--- src/rtl/div20_10_seq.sv ---
// div20_10_seq: sequential radix-2 restoring divider.
// Divides a WN-bit dividend by a WD-bit divisor, producing one quotient bit
// per clock. A zero divisor finishes in one cycle with dz set.
//
// state | meaning
// IDLE  | waiting for start, ready=1
// CALC  | one quotient bit per cycle, busy=1
// DONE  | one-cycle done pulse, ready=1, back-to-back start allowed
module div20_10_seq #(
  parameter int WN = 20,
  parameter int WD = 10
) (
  input  logic          clk,
  input  logic          rst_n,
  input  logic          start,
  input  logic [WN-1:0] z,
  input  logic [WD-1:0] y,
  output logic          ready,
  output logic          busy,
  output logic          done,
  output logic [WN-1:0] q,
  output logic [WD-1:0] r,
  output logic          dz
);

  localparam int CW = $clog2(WN + 1);
  localparam logic [CW-1:0] CNT_LOAD = CW'(WN);
  localparam logic [CW-1:0] CNT_ONE  = CW'(1);

  typedef enum logic [1:0] {IDLE, CALC, DONE} state_t;

  state_t        state, state_nxt;
  logic [WD-1:0] partial;   // running remainder; always < y, so WD bits suffice
  logic [WN-1:0] qsr;       // dividend bits shift out the top, quotient bits in the bottom
  logic [WD-1:0] y_reg;
  logic [CW-1:0] cnt;

  logic          accept;
  logic          last;
  logic [WD:0]   trial;     // one bit wider than the divisor so the compare cannot overflow
  logic          take;
  logic [WD-1:0] part_nxt;
  logic [WN-1:0] qsr_nxt;

  assign accept = start && ((state == IDLE) || (state == DONE));
  assign last   = (cnt == CNT_ONE);

  // One restoring step: shift in the next dividend bit, subtract if it fits.
  always_comb begin
    trial    = {partial, qsr[WN-1]};
    take     = (trial >= {1'b0, y_reg});
    // The difference is < y whenever it is taken, so the low WD bits are exact.
    part_nxt = take ? (trial[WD-1:0] - y_reg) : trial[WD-1:0];
    qsr_nxt  = {qsr[WN-2:0], take};
  end

  // State register.
  always_ff @(posedge clk or negedge rst_n) begin
    if (!rst_n) state <= IDLE;
    else        state <= state_nxt;
  end

  // Next-state logic and handshake outputs.
  always_comb begin
    state_nxt = state;
    ready     = 1'b0;
    busy      = 1'b0;
    done      = 1'b0;
    case (state)
      IDLE: begin
        ready = 1'b1;
        if (start) state_nxt = (y == '0) ? DONE : CALC;
      end
      CALC: begin
        busy = 1'b1;
        if (last) state_nxt = DONE;
      end
      DONE: begin
        ready = 1'b1;
        done  = 1'b1;
        if (start) state_nxt = (y == '0) ? DONE : CALC;
        else       state_nxt = IDLE;
      end
      default: state_nxt = IDLE;
    endcase
  end

  // Operand capture, iteration datapath and result registers.
  always_ff @(posedge clk or negedge rst_n) begin
    if (!rst_n) begin
      partial <= '0;
      qsr     <= '0;
      y_reg   <= '0;
      cnt     <= '0;
      q       <= '0;
      r       <= '0;
      dz      <= 1'b0;
    end else if (accept) begin
      partial <= '0;
      qsr     <= z;
      y_reg   <= y;
      cnt     <= CNT_LOAD;
      if (y == '0) begin
        q  <= '1;
        r  <= z[WD-1:0];
        dz <= 1'b1;
      end
    end else if (state == CALC) begin
      partial <= part_nxt;
      qsr     <= qsr_nxt;
      cnt     <= cnt - CNT_ONE;
      // Results update only on the final step so they hold steady during CALC.
      if (last) begin
        q  <= qsr_nxt;
        r  <= part_nxt;
        dz <= 1'b0;
      end
    end
  end

endmodule

--- config.mk ---
export PLATFORM = sky130hd
export DESIGN_NAME = div20_10_seq
export DESIGN_NICKNAME = d
export VERILOG_FILES = /design/src/rtl/div20_10_seq.sv
export SDC_FILE = /design/constraint.sdc
export NUM_CORES = 1
export LEC_CHECK = 0
export ABC_AREA = 1
export CORE_ASPECT_RATIO = 1.2
export CORE_MARGIN = 2
export CORE_UTILIZATION = 35
export CTS_BUF_LIST = sky130_fd_sc_hd__clkbuf_2 sky130_fd_sc_hd__clkbuf_4 sky130_fd_sc_hd__clkbuf_8
export DETAILED_ROUTE_END_ITERATION = 8
export PLACE_DENSITY = 0.66
export SYNTH_ARGS = -nofsm -noshare
export SYNTH_HDL_FRONTEND = slang
export SYNTH_SLANG_ARGS = --single-unit
--- constraint.sdc ---
create_clock -name clk -period 3.35 [get_ports clk]
set_input_delay 0.67 -clock clk [delete_from_list [all_inputs] [get_ports clk]]
set_output_delay 0.67 -clock clk [all_outputs]
set_load 0.005 [all_outputs]
Word level (Yosys, flattened, before mapping)
Index checks and enable logic that the tools add are counted.
{"block": "word_totals", "reg_bits": 78, "inputBits": 33, "word_cells": 53}
{"block": "classes", "add_sub_neg": 2, "order_cmp": 1, "eq_ne": 6, "mux": 27, "reduce_logical": 9}
{"cell": "$mux 20", "n": 6}
{"cell": "$mux 10", "n": 7}
{"cell": "$ge 11x10->1", "n": 1}
{"cell": "$logic_not 10->1", "n": 1}
{"cell": "$mux 5", "n": 2}
{"cell": "$sub 10x10->10", "n": 1}
{"cell": "$mux 2", "n": 4}
{"cell": "$mux 1", "n": 7}
{"cell": "$pmux 2 s3", "n": 1}
{"cell": "$eq 5x1->1 const B", "n": 1}
{"cell": "$sub 5x1->5 const B", "n": 1}
{"cell": "$ne 2x2->1 const B", "n": 2}
{"cell": "$reduce_bool 2->1", "n": 2}
{"cell": "$reduce_and 3->1", "n": 1}
{"cell": "$eq 2x1->1 const B", "n": 1}
{"cell": "$eq 2x2->1 const B", "n": 1}
{"cell": "$logic_not 2->1", "n": 1}
{"cell": "$ne 2x1->1 const B", "n": 1}
{"cell": "$reduce_and 2->1", "n": 1}
{"cell": "$reduce_or 2->1", "n": 1}
{"cell": "$logic_and 1x1->1", "n": 1}
{"cell": "$logic_or 1x1->1", "n": 1}

Logic depth before layout (Yosys ltp)
Gate-level depths: netlist of the first run.
{"block": "depth", "depth_word": 5, "depth_mapped": 14}

Worst setup path before layout of the first run
OpenSTA, ideal clock, no wires.
{"block": "synth_path", "kind": "reg2reg", "start": "register qsr[19]", "end": "register r[6]", "arrival_time_ns": 1.734, "required_ns": 3.237, "setup_slack_ns": 1.503, "stages_incl_launch_ff": 12, "period_less_slack_ns": 1.847, "cell_sequence": "dfrtp_1 > inv_1 > ha_1 > fa_1 > o21ai_0 > nand3_1 > nand3_1 > nand2_1 > nand2_1 > nand3_1 > nand2_1 > inv_1"}
{"block": "synth_between", "elab_chain_cells": 5, "elab_cells_between_ends": 6, "classes_between": "add/sub (1); order compare (1); mux (4)"}
{"element": "start, declared", "line_no": "34", "text": "logic [WN-1:0] qsr;"}
{"element": "start signal, assigned", "line_no": "100", "text": "qsr <= z;"}
{"element": "start signal, assigned", "line_no": "110", "text": "qsr <= qsr_nxt;"}
{"element": "$sub 10x10->10 or $ge 11x10->1 (tied branches)", "line_no": "53, 51"}
{"element": "$mux 10 *", "line_no": "53", "text": "part_nxt = take ? (trial[WD-1:0] - y_reg) : trial[WD-1:0];"}
{"element": "$mux 10 *", "line_no": "113", "text": "if (last) begin"}
{"element": "$mux 10 *", "line_no": "108", "text": "end else if (state == CALC) begin"}
{"element": "$mux 10 *", "line_no": "98", "text": "end else if (accept) begin"}
{"element": "end signal, assigned", "line_no": "105", "text": "r <= z[WD-1:0];"}
{"element": "end signal, assigned", "line_no": "115", "text": "r <= part_nxt;"}
{"element": "end, declared", "line_no": "22", "text": "output logic [WD-1:0] r,"}
Mark *: on every way between the ends. The rest lies on a longest branch, timed or not. The select of a mux whose other input is x is not followed.
A chain may end at the register's enable or synchronous reset.

Worst setup path in the final report of the first run
{"block": "layout_path", "start": "register partial[1]", "end": "register r[7]"}
{"block": "layout_between", "elab_chain_cells": 5, "elab_cells_between_ends": 6, "classes_between": "add/sub (1); order compare (1); mux (4)"}
{"element": "start, declared", "line_no": "33", "text": "logic [WD-1:0] partial;"}
{"element": "start signal, assigned", "line_no": "109", "text": "partial <= part_nxt;"}
{"element": "$sub 10x10->10 or $ge 11x10->1 (tied branches)", "line_no": "53, 51"}
{"element": "$mux 10 *", "line_no": "53"}
{"element": "$mux 10 *", "line_no": "113"}
{"element": "$mux 10 *", "line_no": "108"}
{"element": "$mux 10 *", "line_no": "98"}
Marked as above.

==> results of run 1 <==
stage by stage:
stage,cells,hold slack (ns),area [sq um],util [%],setup WS [ns]
6_report,731,0.460,5000,45.1,0.997
5_1_grt,731,0.519,5000,45.1,0.798
4_1_cts,731,0.491,5000,45.1,1.03
3_5_place_dp,716,0.470,4820,43.5,0.733
3_3_place_gp,716,0.464,4820,43.5,0.769
2_1_floorplan,510,0.374,4010,-,1.50
power by group through the flow:
| stage | combinational [W] | clock (W) | sequential, W |
|---|---|---|---|
| finish | 0.00284 | 0.000660 | 0.00166 |
| global route | 0.00328 | 0.000711 | 0.00170 |
| CTS | 0.00286 | 0.000672 | 0.00166 |
| detailed placement | 0.00284 | 0 | 0.00168 |
| global placement | 0.00278 | 0 | 0.00166 |
| floorplan | 0.00193 | 0 | 0.00162 |
logic make-up after synthesis:
kind of cell             count (synthesis)  synth area share (%)
flip-flops                              78                  48.7
AND/OR/NAND/NOR                        247                  25.5
buffers and inverters                   98                  9.55
adder cells (fa/ha/maj)                 13                  4.25
AO/OA/AOI/OAI                           69                  10.9
XOR/XNOR                                 5                  1.09
cell type report:
class                      instances  area (sq um)
clock buffer                      12           159
timing repair buffer              74           718
inverter                          76           285
sequential                        78          1950
tap                              154           193
fill                            1087          6090
multi-input combinational        334          1670
clock inverter                     3          20.0
cell usage in the layout (no fill, tap or decap), types with 2 or more instances in the layout:
cell	synthesis	layout
nand3_1	18	18
o31ai_1	9	9
nand4_1	14	14
o21ai_0	27	27
a31oi_1	10	10
nor2_1	52	52
clkinvlp_4	0	2
xor2_1	4	4
clkbuf_8	0	11
or2_2	10	10
o221ai_1	9	9
inv_2	3	3
a21oi_1	7	7
inv_1	73	73
nor3_1	2	2
dfrtp_1	78	78
clkdlybuf4s50_1	0	65
buf_4	1	9
ha_1	12	12
nand2_1	149	149
o22ai_1	2	2
path summary, 6_finish.rpt:
check / startpoint / endpoint / slack [ns]
setup / recovery: partial[1] / r[7] / 1.0
hold / removal: rst_n / q[12] / 0.46
max in group asynchronous: rst_n / partial[3] / 2.25
hold reg to reg: qsr[11] / qsr[11] / 0.49
min in group clk: qsr[11] / qsr[11] / 0.49
setup reg to reg: partial[1] / r[7] / 1.0
layer usage:
layer / vias to the layer above / part of all wire [%] / GRT usage [%]
met5: - / 0 / 0
met4: 0 / 2.5 / 7.18
met3: 22 / 5.6 / 3.23
met2: 110 / 48 / 28.2
met1: 1614 / 44 / 20.9
li1: 1749 / - / -
cell usage after synthesis, drive strengths merged:
master and instances:
nand3 18, xnor2 1, o221ai 9, o21a 1, a21oi 8, nand2 149
or2 10, o31ai 9, ha 12, xor2 4, nand4 14, a22o 1
clkbuf 8, o21ai 28, o211ai 1, a31oi 10, fa 1, nor2b 1
buf 14, dfrtp 78, nor2 53, o22ai 2, nor3 2, inv 76
==> reports/qor.txt, run 1 <==
Vias -> 3495
Net Switching -> 0.00225 W
Tightest Pin Transition -> 0.974 ns
DRT Pass-1 Iters -> 4
CTS buffer count -> 9
critical path depth -> 11
# DRC -> 0
drt total wl -> 9.70 mm
nets@finish -> 619
Rows -> 42
GRT Util Overall -> 16.8%
count of cell types in the netlist -> 30
overall die width -> 102 um
via count of the first global-routing pass -> 3409
pwr/cell area -> 1030 nW/um^2
CTS resizes -> 0
clock-pin slew on the worst setup and hold paths -> 0.08 ns
clk sink count -> 78
CTS HTree Levels -> 3
total global routing overflow -> 0
top flop regs -> q: 20 flops, qsr: 20 flops
die height -> 121 um
antenna-violating nets left -> 0
Final Skew -> 0.0111 ns
DR vias/cell -> 4.78
Area Overhead vs Synth -> 24.8%
Seq pwr share -> 32.1%
Syn Area/Cell -> 7.86 sq um
Power Internal -> 0.00291 W
Clock Power Share -> 12.8%
#FFs+latches synth -> 78
Port Buffers -> 66
Max Fclk -> 425 MHz
Mapped Area -> 4010 sq um
# setup viols final -> 0
CP startpoint kind -> flip-flop
Comb pwr share -> 55.1%
synth top area cells -> dfrtp_1 49%, nand2_1 14%, inv_1 6.8%, nor2_1 4.9%, ha_1 3.7%
CTS tree -> built
status -> finished clean
n_diodes -> 0
Pins Over Slew Limit -> 0
cells on worst reg2reg path -> 11
CP endpoint kind -> flip-flop
DPL Wire Length -> 7.09 mm
Iteration-0 DRC Markers -> 220
first-pass GRT wire length -> 16.3 mm
VDD IR-drop max -> 0.284 mV
Synth Warn # -> 0
count of final hold-check violations -> 0
Starting Density -> 36.1%
family with the most delay on the worst path -> simple AND/OR/NAND/NOR gates
Arrival @ worst endpoint -> 2.65 ns
sequential cell area fraction in the yosys report -> 48.7%
Leak -> 2.55 nW
Die Area -> 12300 sq um
Syn Inst Count -> 510
core area -> 11100 sq um
placer's final routability congestion estimate -> 0.857
period utilization -> 70.2%
largest net degree at the start of global routing -> 79
Most common cell on crit path -> nand2_1
Max-slew headroom -> 35.1%
Final TNS setup -> 0 ns
critical path's slowest cell -> dfrtp_1
Clk Latency, worst-skew pair -> 0.36 ns
Crit path buffers/inverters -> 1
Post-CTS Setup Bufs -> 0
Ports -> 67
Final Critical Period -> 2.35 ns
Worst Hold Class -> in -> async
Worst EP required -> 3.65 ns
Root Buffer -> clkbuf_8
clock buffer depth -> 2
WS Path Type -> reg -> reg
worst stage delay on the critical path -> 0.43 ns
RSZ-0062 raised after global routing -> false
Switching Share -> 43.6%
layout cells sized above 1 -> 6.76%
drt wl/cell -> 13.3 um
worst-path maximum fanout -> 12
Total Power -> 0.00516 W
maxcap violations -> 0
Post-Syn Nets -> 556
cell accounting for the most synthesized area -> dfrtp_1
area share of the largest cell type after synthesis -> 48.7%
worst path cell trace -> ha_1 -> nand3_1 -> nand2_1 -> nand2_1 -> nand2_1 -> nand2_1 -> a21oi_4 -> nand2_1 -> nand3_1 -> nand2_1 -> inv_1
initial antenna violation count -> 0
cts hold-fix bufs -> 0
Power figures use the tool's default switching activity.
==> inputs of run 2 (changes only) <==
Clock period 3.35 ns to 2.4 ns, I/O delays scaled along.
==> run 2 against run 1 <==
Effect of this change:
- clock power grew 56%
- total power increased by 44%
- critical path depth decreased by 1
- core utilization is 0.82 points higher
- sequential share of layout area down 0.70 points
- flip-flop and latch count is the same
- cell count grew 0.96%
- combinational power up 43%
- setup slack worse by 0.72 ns
- non-clock buffer count is 5 higher
- largest cell class unchanged
- largest power group unchanged
==> reports/qor.txt, run 2 (synthesis gave the netlist of run 1 again) <==
status -> finished clean (unchanged)
Port Buffers -> 66 (unchanged)
CTS tree -> built (unchanged)
post-route insts no fill -> 738 (was 731)
die height -> 121 um (unchanged)
Crit path buffers/inverters -> 3 (was 1)
Rows -> 42 (unchanged)
RSZ-0062 raised after global routing -> false (unchanged)
Vias -> 3520 (was 3495)
cts hold-fix bufs -> 0 (unchanged)
Final Critical Period -> 2.12 ns (was 2.35 ns)
clock buffer depth -> 2 (unchanged)
overall die width -> 102 um (unchanged)
worst stage delay on the critical path -> 0.43 ns (about the same)
DR vias/cell -> 4.77 (was 4.78)
maxcap violations -> 0 (unchanged)
placed instance count -> 721 (was 716)
Clk Latency, worst-skew pair -> 0.36 ns (about the same)
first-pass GRT wire length -> 16.4 mm (was 16.3 mm)
period utilization -> 88.2% (was 70.2%)
Ports -> 67 (unchanged)
DPL Wire Length -> 7.30 mm (was 7.09 mm)
Total Power -> 0.00741 W (was 0.00516 W)
core area -> 11100 sq um (unchanged)
# DRC -> 0 (unchanged)
total global routing overflow -> 0 (unchanged)
CTS buffer count -> 9 (unchanged)
most frequent cells in the layout -> 148 x nand2_1, 78 x dfrtp_1, 73 x inv_1 (was 149 x nand2_1, 78 x dfrtp_1, 73 x inv_1)
Leak -> 2.60 nW (was 2.55 nW)
top flop regs -> q: 20 flops, qsr: 20 flops (unchanged)
initial antenna violation count -> 0 (unchanged)
reg2reg setup slack -> 0.28 ns (was 1.0 ns)
layout filler cell count -> 1094 (was 1087)
Root Buffer -> clkbuf_8 (unchanged)
count of final hold-check violations -> 0 (unchanged)
most common cell after layout, fill and taps aside -> nand2_1 (unchanged)
WS Path Type -> reg -> reg (unchanged)
via count of the first global-routing pass -> 3607 (was 3409)
nets@finish -> 625 (was 619)
clock-pin slew on the worst setup and hold paths -> 0.08 ns (about the same)
worst path cell trace -> ha_1 -> nand2_1 -> inv_1 -> nand3_1 -> nor2b_1 -> buf_4 -> nand4_1 -> nand3_1 -> nand2_1 -> inv_1 (was ha_1 -> nand3_1 -> nand2_1 -> nand2_1 -> nand2_1 -> nand2_1 -> a21oi_4 -> nand2_1 -> nand3_1 -> nand2_1 -> inv_1)
Worst EP required -> 2.71 ns (was 3.65 ns)
VDD IR-drop max -> 0.424 mV (was 0.284 mV)
Placed Area -> 4870 sq um (was 4820 sq um)
CTS HTree Levels -> 3 (unchanged)
Starting Density -> 36.1% (unchanged)
layout cells sized above 1 -> 8.05% (was 6.76%)
CTS resizes -> 0 (unchanged)
critical path's slowest cell -> dfrtp_1 (unchanged)
placer's final routability congestion estimate -> 0.882 (was 0.857)
antenna-violating nets left -> 0 (unchanged)
Max-slew headroom -> 63.6% (was 35.1%)
Area Overhead vs Synth -> 27.0% (was 24.8%)
GRT Util Overall -> 17.1% (was 16.8%)
Post-CTS Setup Bufs -> 0 (unchanged)
Final TNS setup -> 0 ns (unchanged)
Arrival @ worst endpoint -> 2.42 ns (was 2.65 ns)
fin area -> 5090 sq um (was 5000 sq um)
DRT Pass-1 Iters -> 4 (unchanged)
# setup viols final -> 0 (unchanged)
Tightest Pin Transition -> 0.545 ns (was 0.974 ns)
Pins Over Slew Limit -> 0 (unchanged)
Max Fclk -> 472 MHz (was 425 MHz)
CP startpoint kind -> flip-flop (unchanged)
Iteration-0 DRC Markers -> 173 (was 220)
family with the most delay on the worst path -> simple AND/OR/NAND/NOR gates (unchanged)
drt total wl -> 9.88 mm (was 9.70 mm)
n_diodes -> 0 (unchanged)
largest net degree at the start of global routing -> 41 (was 79)
CP endpoint kind -> flip-flop (unchanged)
FF-to-FF End -> r[0] (was r[7])
Final Skew -> 0.00918 ns (was 0.0111 ns)
Worst R2R Start -> partial[1] (unchanged)
worst-path maximum fanout -> 11 (was 12)
cells on worst reg2reg path -> 10 (was 11)
clk sink count -> 78 (unchanged)
pwr/cell area -> 1460 nW/um^2 (was 1030 nW/um^2)
Die Area -> 12300 sq um (unchanged)
Worst Hold Class -> in -> async (unchanged)
worst hold slack -> 0.0926 ns (was 0.460 ns)
drt wl/cell -> 13.4 um (was 13.3 um)
run 2: worst register-to-register path, stage by stage (launching register included):
cell	delay [ns]
dfrtp_1	0.43
ha_1	0.39
nand2_1	0.11
inv_1	0.04
nand3_1	0.08
nor2b_1	0.34
buf_4	0.26
nand4_1	0.13
nand3_1	0.15
nand2_1	0.07
inv_1	0.05
run 2: final cells by class:
class | instances | area, sq um | area share [%]
clock inverter | 3 | 42.5 | 0.836
inverter | 76 | 285 | 5.60
timing repair buffer | 79 | 768 | 15.1
multi-input combinational | 335 | 1680 | 33.1
clock buffer | 13 | 166 | 3.27
tap | 154 | 193 | 3.78
sequential | 78 | 1950 | 38.3
run 2: stage by stage:
stage | utilization, % | worst slack, ns
floorplan | - | 0.553
CTS | 45.8 | 0.222
global route | 45.9 | 0.120
finish | 45.9 | 0.282
detailed placement | 43.9 | 0.133
global placement | 43.9 | 0.244
run 2: worst max path at each step:
| stage | startpoint | endpoint | slack (ns) | cells past startpoint |
|---|---|---|---|---|
| 5_1_grt | qsr[19] | r[8] | 0.12 | 12 |
| 4_1_cts | partial[1] | r[0] | 0.22 | 11 |
| 2_1_floorplan | qsr[19] | r[6] | 0.55 | 11 |
| 3_5_place_dp | y[7] | q[9] | 0.13 | 9 |
| 6_report | partial[1] | r[0] | 0.28 | 10 |
| 3_3_place_gp | y[1] | r[0] | 0.24 | 10 |
run 2: report_power, final:
group	internal, W	switching [W]	leakage (nW)
Clock	0.000559	0.000474	0.106
Sequential	0.00195	0.000353	0.938
Combinational	0.00172	0.00235	1.56
run 2: layer usage:
metal  vias up  wire length (um)  track usage, %  part of all wire, %
li1       1764                 -               -                    -
met1      1645              4300            20.2                   44
met2        94              4830            28.7                   49
met3        17               502            4.15                  5.1
met4         0               245            8.19                  2.5
met5         -                 0               0                    0
==> inputs of run 3 (changes only) <==
Settings changed: SLEW_MARGIN set to 10.
Clock period 2.4 ns to 2.7 ns, I/O delays scaled along.
==> run 3 against run 2 <==
Effect of this change:
- setup slack got worse by 0.010 ns
- clock-buffer cell count fell by 1
- clock power barely moved
- die area did not move
- sequential power fell by 11%
- flip-flop and latch count did not move
- cell count fell by 0.81%
- fmax fell by 13%
- via count barely moved
- first-iteration DRC count rose by 5.8%
- total power fell by 11%
==> reports/qor.txt, run 3 (synthesis gave the netlist of run 1 again) <==
status -> finished clean (unchanged)
worst setup margin -> 0.272 ns (was 0.282 ns)
Root Buffer -> clkbuf_8 (unchanged)
maxcap violations -> 0 (unchanged)
CTS buffer count -> 9 (unchanged)
Post-CTS Setup Bufs -> 0 (unchanged)
placed instance count -> 717 (was 721)
Worst Hold Class -> in -> async (unchanged)
Final Critical Period -> 2.43 ns (was 2.12 ns)
initial antenna violation count -> 0 (unchanged)
Final Skew -> 0.0119 ns (was 0.00918 ns)
core area -> 11100 sq um (unchanged)
Area Overhead vs Synth -> 26.1% (was 27.0%)
Iteration-0 DRC Markers -> 183 (was 173)
layout filler cell count -> 1091 (was 1094)
period utilization -> 89.9% (was 88.2%)
# DRC -> 0 (unchanged)
Port Buffers -> 66 (unchanged)
n_diodes -> 0 (unchanged)
CTS tree -> built (unchanged)
Leak -> 2.58 nW (was 2.60 nW)
overall die width -> 102 um (unchanged)
most common cell after layout, fill and taps aside -> nand2_1 (unchanged)
area of the multi-input gates -> 1670 sq um (was 1680 sq um)
Clock Power Share -> 15.1% (was 13.9%)
Comb pwr share -> 53.9% (was 54.9%)
Pins Over Slew Limit -> 0 (unchanged)
nets@finish -> 620 (was 625)
clock buffer depth -> 2 (unchanged)
antenna-violating nets left -> 0 (unchanged)
Worst EP required -> 2.95 ns (was 2.71 ns)
Vias -> 3521 (was 3520)
most frequent cells in the layout -> 149 x nand2_1, 78 x dfrtp_1, 73 x inv_1 (was 148 x nand2_1, 78 x dfrtp_1, 73 x inv_1)
drt total wl -> 9.78 mm (was 9.88 mm)
Rows -> 42 (unchanged)
reg2reg setup slack -> 0.27 ns (was 0.28 ns)
Final TNS setup -> 0 ns (unchanged)
Seq. cell area -> 1950 sq um (unchanged)
Power Internal -> 0.00381 W (was 0.00424 W)
CP startpoint kind -> flip-flop (unchanged)
CTS HTree Levels -> 3 (unchanged)
Clk Latency, worst-skew pair -> 0.36 ns (about the same)
# setup viols final -> 0 (unchanged)
Max Fclk -> 412 MHz (was 472 MHz)
top flop regs -> q: 20 flops, qsr: 20 flops (unchanged)
DR vias/cell -> 4.81 (was 4.77)
worst-path maximum fanout -> 12 (was 11)
fin area -> 5050 sq um (was 5090 sq um)
post-route core utilization -> 45.6% (was 45.9%)
RSZ-0062 raised after global routing -> false (unchanged)
DRT Pass-1 Iters -> 7 (was 4)
CP endpoint kind -> flip-flop (unchanged)
Arrival @ worst endpoint -> 2.68 ns (was 2.42 ns)
first-pass GRT wire length -> 16.7 mm (was 16.4 mm)
WS Path Type -> reg -> reg (unchanged)
Seq pwr share -> 31.0% (was 31.1%)
Switching Share -> 42.5% (was 42.8%)
drt wl/cell -> 13.4 um (about the same)
Tightest Pin Transition -> 0.979 ns (was 0.545 ns)
clock-pin slew on the worst setup and hold paths -> 0.08 ns (about the same)
count of final hold-check violations -> 0 (unchanged)
DPL Wire Length -> 7.28 mm (was 7.30 mm)
VDD IR-drop max -> 0.438 mV (was 0.424 mV)
placer's final routability congestion estimate -> 0.910 (was 0.882)
pwr/cell area -> 1310 nW/um^2 (was 1460 nW/um^2)
layout cells sized above 1 -> 6.92% (was 8.05%)
clk sink count -> 78 (unchanged)
GRT Util Overall -> 17.3% (was 17.1%)
largest net degree at the start of global routing -> 79 (was 41)
Starting Density -> 36.1% (unchanged)
Die Area -> 12300 sq um (unchanged)
die height -> 121 um (unchanged)
Ports -> 67 (unchanged)
Max-slew headroom -> 34.7% (was 63.6%)
cts hold-fix bufs -> 0 (unchanged)
via count of the first global-routing pass -> 3531 (was 3607)
post-route insts no fill -> 732 (was 738)
Placed Area -> 4830 sq um (was 4870 sq um)
CTS resizes -> 0 (unchanged)
total global routing overflow -> 0 (unchanged)
Net Switching -> 0.00281 W (was 0.00317 W)
Setup WS pre-CTS -> 0.281 ns (was 0.133 ns)
==> run 3: cell count changes in the layout (fill, tap and decap cells not counted), sizes merged <==
cell,change
clkinv,-1
buf,-4
clkbuf,-1
bufinv,+1
a21oi,-1
==> run 3: power groups by stage <==
stage / combinational [W] / clock (W) / sequential (W)
6_report: 0.00357 / 0.000999 / 0.00205
5_1_grt: 0.00410 / 0.00107 / 0.00211
4_1_cts: 0.00359 / 0.00102 / 0.00205
3_5_place_dp: 0.00357 / 0 / 0.00207
3_3_place_gp: 0.00347 / 0 / 0.00205
2_1_floorplan: 0.00239 / 0 / 0.00201
==> run 3: stage by stage <==
step | hold WS (ns) | total power (W)
2_1_floorplan | 0.244 | 0.00440
3_5_place_dp | 0.470 | 0.00564
3_3_place_gp | 0.465 | 0.00553
5_1_grt | 0.409 | 0.00728
6_report | 0.328 | 0.00662
4_1_cts | 0.362 | 0.00666
==> run 3: path summary, 6_finish.rpt <==
| kind | to | depth (start not counted) | from |
|---|---|---|---|
| hold / removal | q[12] | 1 | rst_n |
| max in group asynchronous | r[2] | 1 | rst_n |
| hold reg to reg | qsr[11] | 2 | qsr[11] |
| setup reg to reg | r[2] | 10 | partial[3] |
| setup / recovery | r[2] | 10 | partial[3] |
| min in group clk | qsr[11] | 2 | qsr[11] |
==> run 3: final cells by class <==
class,count,share of cell area [%]
Inverter,76,5.64
Clock inverter,3,1.34
Clock buffer,12,3.14
Multi-Input combinational cell,334,33.1
Timing Repair Buffer,75,14.4
Sequential cell,78,38.6
Tap cell,154,3.81
==> run 3: critical path, stage by stage (launching register included) <==
cell and delay, ns:
dfrtp_1 0.44, ha_1 0.39, nand2_1 0.09, nor2_1 0.07
nand3_1 0.07, nor2b_1 0.71, a21oi_4 0.21, nand2_1 0.13
nand3_1 0.11, nand2_1 0.08, inv_1 0.03
==> run 3: layer usage <==
| metal | vias up | global-route usage, % | wire, um |
|---|---|---|---|
| met3 | 17 | 2.71 | 400 |
| li1 | 1745 | - | - |
| met5 | - | 0 | 0 |
| met1 | 1673 | 21.9 | 4380 |
| met2 | 86 | 28.8 | 4760 |
| met4 | 0 | 7.77 | 238 |
